## src/rtl/sound_pkg.sv

```systemverilog
// Shared types and melody tables for the sound sequencer.
// Melodies are packed 4-bit note indices, first note in the low nibble.
package sound_pkg;

  typedef enum logic [1:0] {
    SND_NONE      = 2'd0,
    SND_COLLISION = 2'd1,
    SND_LOSE      = 2'd2,
    SND_WIN       = 2'd3
  } sound_id_t;

  typedef enum logic [1:0] {
    IDLE = 2'd0,
    PLAY = 2'd1,
    GAP  = 2'd2
  } state_t;

  localparam int MAX_NOTES = 4;

  localparam logic [15:0] WIN_MELODY       = {4'd12, 4'd9, 4'd7, 4'd5};
  localparam logic [15:0] LOSE_MELODY      = {4'd1, 4'd3, 4'd5, 4'd7};
  localparam logic [15:0] COLLISION_MELODY = {4'd0, 4'd0, 4'd0, 4'd5};

  localparam logic [1:0] WIN_LAST_IDX       = 2'd3;
  localparam logic [1:0] LOSE_LAST_IDX      = 2'd3;
  localparam logic [1:0] COLLISION_LAST_IDX = 2'd0;

endpackage

```

## src/rtl/sound_melody_rom.sv

```systemverilog
// Combinational melody lookup: note index for (sound, position) and whether
// that position is the final note of the melody.
module sound_melody_rom
  import sound_pkg::*;
(
  input  sound_id_t  id,
  input  logic [1:0] idx,
  output logic [3:0] freq,
  output logic       last
);

  always_comb begin
    freq = 4'd0;
    last = 1'b1;
    unique case (id)
      SND_WIN: begin
        freq = WIN_MELODY[{idx, 2'b00} +: 4];
        last = (idx == WIN_LAST_IDX);
      end
      SND_LOSE: begin
        freq = LOSE_MELODY[{idx, 2'b00} +: 4];
        last = (idx == LOSE_LAST_IDX);
      end
      SND_COLLISION: begin
        freq = COLLISION_MELODY[{idx, 2'b00} +: 4];
        last = (idx == COLLISION_LAST_IDX);
      end
      default: begin
        freq = 4'd0;
        last = 1'b1;
      end
    endcase
  end

endmodule

```

## src/rtl/sound_sequencer.sv

```systemverilog
// Event-driven melody sequencer for the tone generator: captures game event
// pulses, arbitrates by sound id and steps notes on video-frame ticks.
module sound_sequencer
  import sound_pkg::*;
#(
  parameter int NOTE_FRAMES = 6,
  parameter int GAP_FRAMES  = 1
) (
  input  logic       clk,
  input  logic       reset,
  input  logic       startOfFrame,
  input  logic       winPulse,
  input  logic       losePulse,
  input  logic       collisionPulse,
  input  logic       mute,
  output logic       enable_sound,
  output logic [3:0] freq,
  output logic       busy,
  output logic [1:0] active_sound
);

  localparam int MAX_FRAMES = (NOTE_FRAMES > GAP_FRAMES) ? NOTE_FRAMES : GAP_FRAMES;
  localparam int CNT_W      = (MAX_FRAMES > 1) ? $clog2(MAX_FRAMES) : 1;
  localparam logic [CNT_W-1:0] NOTE_LAST = CNT_W'(NOTE_FRAMES - 1);
  localparam logic [CNT_W-1:0] GAP_LAST  = CNT_W'(GAP_FRAMES - 1);

  state_t           state, state_next;
  sound_id_t        active, active_next, hp, rom_id;
  logic [3:1]       pending, pending_next, pending_clr;
  logic [CNT_W-1:0] frame_cnt, cnt_next;
  logic [1:0]       note_idx, idx_next, rom_idx;
  logic [3:0]       freq_q, freq_next, rom_freq;
  logic             note_last, last_next, rom_last;
  logic             enable_q, enable_next;
  logic             start;

  // Bit 3 = win, 2 = lose, 1 = collision, so the highest set bit is the id.
  always_comb begin
    if (pending[3])      hp = SND_WIN;
    else if (pending[2]) hp = SND_LOSE;
    else if (pending[1]) hp = SND_COLLISION;
    else                 hp = SND_NONE;
  end

  assign start = (hp != SND_NONE) && ((state == IDLE) || (hp >= active));

  // One lookup serves both a fresh start and the advance to the next note.
  assign rom_id  = start ? hp : active;
  assign rom_idx = start ? 2'd0 : note_idx + 2'd1;

  sound_melody_rom u_rom (
    .id   (rom_id),
    .idx  (rom_idx),
    .freq (rom_freq),
    .last (rom_last)
  );

  always_ff @(posedge clk) begin
    if (reset) begin
      state     <= IDLE;
      pending   <= '0;
      frame_cnt <= '0;
      note_idx  <= 2'd0;
      active    <= SND_NONE;
      freq_q    <= 4'd0;
      note_last <= 1'b0;
      enable_q  <= 1'b0;
    end else begin
      state     <= state_next;
      pending   <= pending_next;
      frame_cnt <= cnt_next;
      note_idx  <= idx_next;
      active    <= active_next;
      freq_q    <= freq_next;
      note_last <= last_next;
      enable_q  <= enable_next;
    end
  end

  always_comb begin
    state_next = state;
    unique case (state)
      IDLE: state_next = IDLE;
      PLAY: if (startOfFrame && frame_cnt == NOTE_LAST) state_next = GAP;
      GAP:  if (startOfFrame && frame_cnt == GAP_LAST)  state_next = note_last ? IDLE : PLAY;
      default: state_next = IDLE;
    endcase
    if (start) state_next = PLAY;
  end

  always_comb begin
    cnt_next    = frame_cnt;
    idx_next    = note_idx;
    active_next = active;
    freq_next   = freq_q;
    last_next   = note_last;
    pending_clr = 3'b000;
    if (start) begin
      cnt_next    = '0;
      idx_next    = 2'd0;
      active_next = hp;
      freq_next   = rom_freq;
      last_next   = rom_last;
      // Win and lose also discard any queued collision click.
      unique case (hp)
        SND_WIN:       pending_clr = 3'b101;
        SND_LOSE:      pending_clr = 3'b011;
        SND_COLLISION: pending_clr = 3'b001;
        default:       pending_clr = 3'b000;
      endcase
    end else if (startOfFrame) begin
      unique case (state)
        PLAY: cnt_next = (frame_cnt == NOTE_LAST) ? '0 : frame_cnt + CNT_W'(1);
        GAP: begin
          if (frame_cnt == GAP_LAST) begin
            cnt_next = '0;
            if (note_last) begin
              active_next = SND_NONE;
            end else begin
              idx_next  = note_idx + 2'd1;
              freq_next = rom_freq;
              last_next = rom_last;
            end
          end else begin
            cnt_next = frame_cnt + CNT_W'(1);
          end
        end
        default: cnt_next = frame_cnt;
      endcase
    end
    pending_next = (pending & ~pending_clr) | {winPulse, losePulse, collisionPulse};
    enable_next  = (state_next == PLAY) && !mute;
  end

  assign enable_sound = enable_q;
  assign freq         = freq_q;
  assign busy         = (state != IDLE);
  assign active_sound = active;

endmodule

```

## config.mk

```make
export PLATFORM = sky130hd
export DESIGN_NAME = sound_sequencer
export DESIGN_NICKNAME = d
export VERILOG_FILES = /design/src/rtl/sound_pkg.sv /design/src/rtl/sound_melody_rom.sv /design/src/rtl/sound_sequencer.sv
export SDC_FILE = /design/constraint.sdc
export NUM_CORES = 1
export LEC_CHECK = 0
export CORE_UTILIZATION = 35
export DETAILED_ROUTE_END_ITERATION = 10
export PLACE_DENSITY = 0.56
export SYNTH_ARGS = -nofsm -noshare
export SYNTH_HDL_FRONTEND = slang
export SYNTH_SLANG_ARGS = --single-unit
export TNS_END_PERCENT = 100
```

## constraint.sdc

```tcl
create_clock -name clk -period 3.6 [get_ports clk]
set_clock_uncertainty 0.2 [all_clocks]
set_input_delay 0.72 -clock clk [delete_from_list [all_inputs] [get_ports clk]]
set_output_delay 0.72 -clock clk [all_outputs]
set_load 0.005 [all_outputs]
```

==> qor.yml <==
status: "finished clean"
hpwl_mm: 1.79
synth_xor_area_share_pct: 2.34
overflow: 0
drive_gt1_share_pct: 7.19
cts_sinks: 18
cts_buffer_depth: 2
synthSimpleGateAreaFrac_pct: 22.4
track_usage_pct: 14.3
muxShareOfSynthArea_pct: 0
path_clk_slew_ns: 0.11
syn_inst: 139
syn_area_per_cell_um2: 8.08
required_ns: 3.57
grt_max_degree: 14
startpoint_type: "flop"
initial_utilization_pct: 36.8
synth.most_common_cell: "dfxtp_1"
tightest_slew_ns: 0.450
cts_buffers: 3
vias_per_cell: 4.98
routed_wl_mm: 2.32
grt_pass1_vias: 869
syn_nets: 158
synth-compound-area-share_pct: 23.7
synth_edf_count: 0
antenna_found_initial: 0
core_um2: 3050
htreeDepth: 1
die_h_um: 58.7
ant_nets: 0
path_max_fanout: 8
synth_top_family_by_area: "compound AO/OA/AOI/OAI gates"
slew_violations: 0
synth_top_area_share_pct: 32.1
fmax_mhz: 308
finalHoldViolCount: 0
ys.flop_type: "dfxtp_1"
ioPinCount: 15
first_pass_iters: 4
cp-end-kind: "flop"
antenna_cells: 0
tns_ns: 0
maxCapViolations: 0
cts_tree: "built"
grt_pass1_wl_mm: 3.72
nNetsFinal: 173
syn_to_final_growth_pct: 19.2
cp.arrival_ns: 3.22
synth_seq_cells: 18
clk_latency_ns: 0.29
drt_iter0_markers: 37
cts.repair.resized: 0
wire_per_inst_um: 11.8
yosys-top-cells-area: "dfxtp_1 32%, ha_1 13%, a21oi_1 7.1%"
root_buffer: "clkbuf_4"
whs_ns: 0.268
synth_fa_ha_area_share_pct: 13.4
min_period_ns: 3.24
syn_area_um2: 1120
setup_violations: 0
yosys-top-cells-count: "18 x dfxtp_1, 16 x a21oi_1, 16 x nor2_1, 14 x inv_1, 12 x ha_1"
postCtsSetupRepairBufs: 0
gp_congestion: 0.868
drc: 0
die_w_um: 58.7
port-buffer-count: 14
slew_headroom_pct: 69.7
seq_area_frac_synth_pct: 32.1
grt_setup_unrepaired: "false"
fin_cells: 197
core.rowCount: 20
fp.dieArea_um2: 3440
p_leak_nw: 0.534
synth_warnings: 0
powerDensity_nw_per_um2: 361
hp-class: "flop to flop"
ys_types: 36
hold_buffers: 0
criticalPathCategory: "flop to flop"
synth-async-reset-ratio_pct: 0
dp_cells: 193
ir_worst_vdd_mv: 0.126
yosysTopAreaCell: "dfxtp_1"
vias: 981
fin_crit_sh_pct: 90.1
-- through the flow --
stage          cell area, um2  setup slack, ns  power, W  utilization [%]
5_1_grt                  1340            0.125  0.000511             43.9
4_1_cts                  1340            0.378  0.000489             43.9
6_report                 1340            0.358  0.000483             43.9
3_5_place_dp             1300            0.405  0.000359             42.7
3_3_place_gp             1300            0.530  0.000357             42.7
2_1_floorplan            1120            0.692  0.000313                -
-- sequential cells by signal, summed over array words and instances (netlist names) --
signal and flops:
pending 3, frame_cnt 3, freq 4, state 2, enable_sound 1, note_last 1, note_idx 2, active_sound 2
-- per-layer routing --
layer | track usage (%) | up-vias | wire [um]
li1 | - | 516 | -
met4 | 7.14 | 0 | 20
met2 | 21.5 | 12 | 1000
met1 | 19.9 | 451 | 1220
met3 | 1.98 | 2 | 67
met5 | 0 | - | 0
-- layout by cell type (no fill, tap or decap), types with 2 or more instances in the layout --
| cell type | instances |
|---|---|
| nand2_1 | 9 |
| a31oi_1 | 2 |
| a21o_1 | 6 |
| clkdlybuf4s50_1 | 14 |
| o22ai_1 | 2 |
| nor2_1 | 16 |
| nand3_1 | 5 |
| nand3b_1 | 3 |
| a21oi_1 | 16 |
| nand2b_1 | 2 |
| a32oi_1 | 2 |
| dfxtp_1 | 18 |
| ha_1 | 12 |
| nor3_1 | 4 |
| xor2_1 | 2 |
| inv_1 | 14 |
| clkbuf_4 | 3 |
| or2_2 | 2 |
| o21ai_0 | 3 |
-- report_power, final --
group          internal (W)  switching (W)
combinational     0.0000621      0.0000686
sequential         0.000213      0.0000111
clock             0.0000616      0.0000668
total              0.000337       0.000147
-- area by class of cell --
cell class,count,area [um2]
clock buffer,4,36.3
timing repair buffer,14,140
multi-input combinational,103,694
fill,332,1710
inverter,14,52.6
sequential,18,360
tap,44,55.1
-- critical path: stages (launching register included) --
cell	delay, ns
dfxtp_1	0.36
nor2_1	0.17
inv_1	0.07
ha_1	0.31
nor3_1	0.07
nor2_1	0.27
nand2_1	0.25
a21o_1	0.28
ha_1	0.36
or4b_1	0.48
o211ai_1	0.11
a21o_1	0.13
a21oi_1	0.06
-- final timing paths --
check / startpoint / endpoint / slack [ns] / cells after the start
setup / recovery: pending[3] / freq[0] / 0.36 / 12
hold / removal: freq[2] / freq[2] / 0.27 / 2
setup reg to reg: pending[3] / freq[0] / 0.36 / 12
hold reg to reg: freq[2] / freq[2] / 0.27 / 2
-- cell families after synthesis --
kind of cell | after synthesis
AO/OA/AOI/OAI | 40
XOR/XNOR | 3
flip-flops | 18
adder cells (fa/ha/maj) | 12
buffers and inverters | 18
AND/OR/NAND/NOR | 48
Note: power is estimated with default switching activity, not from simulation.
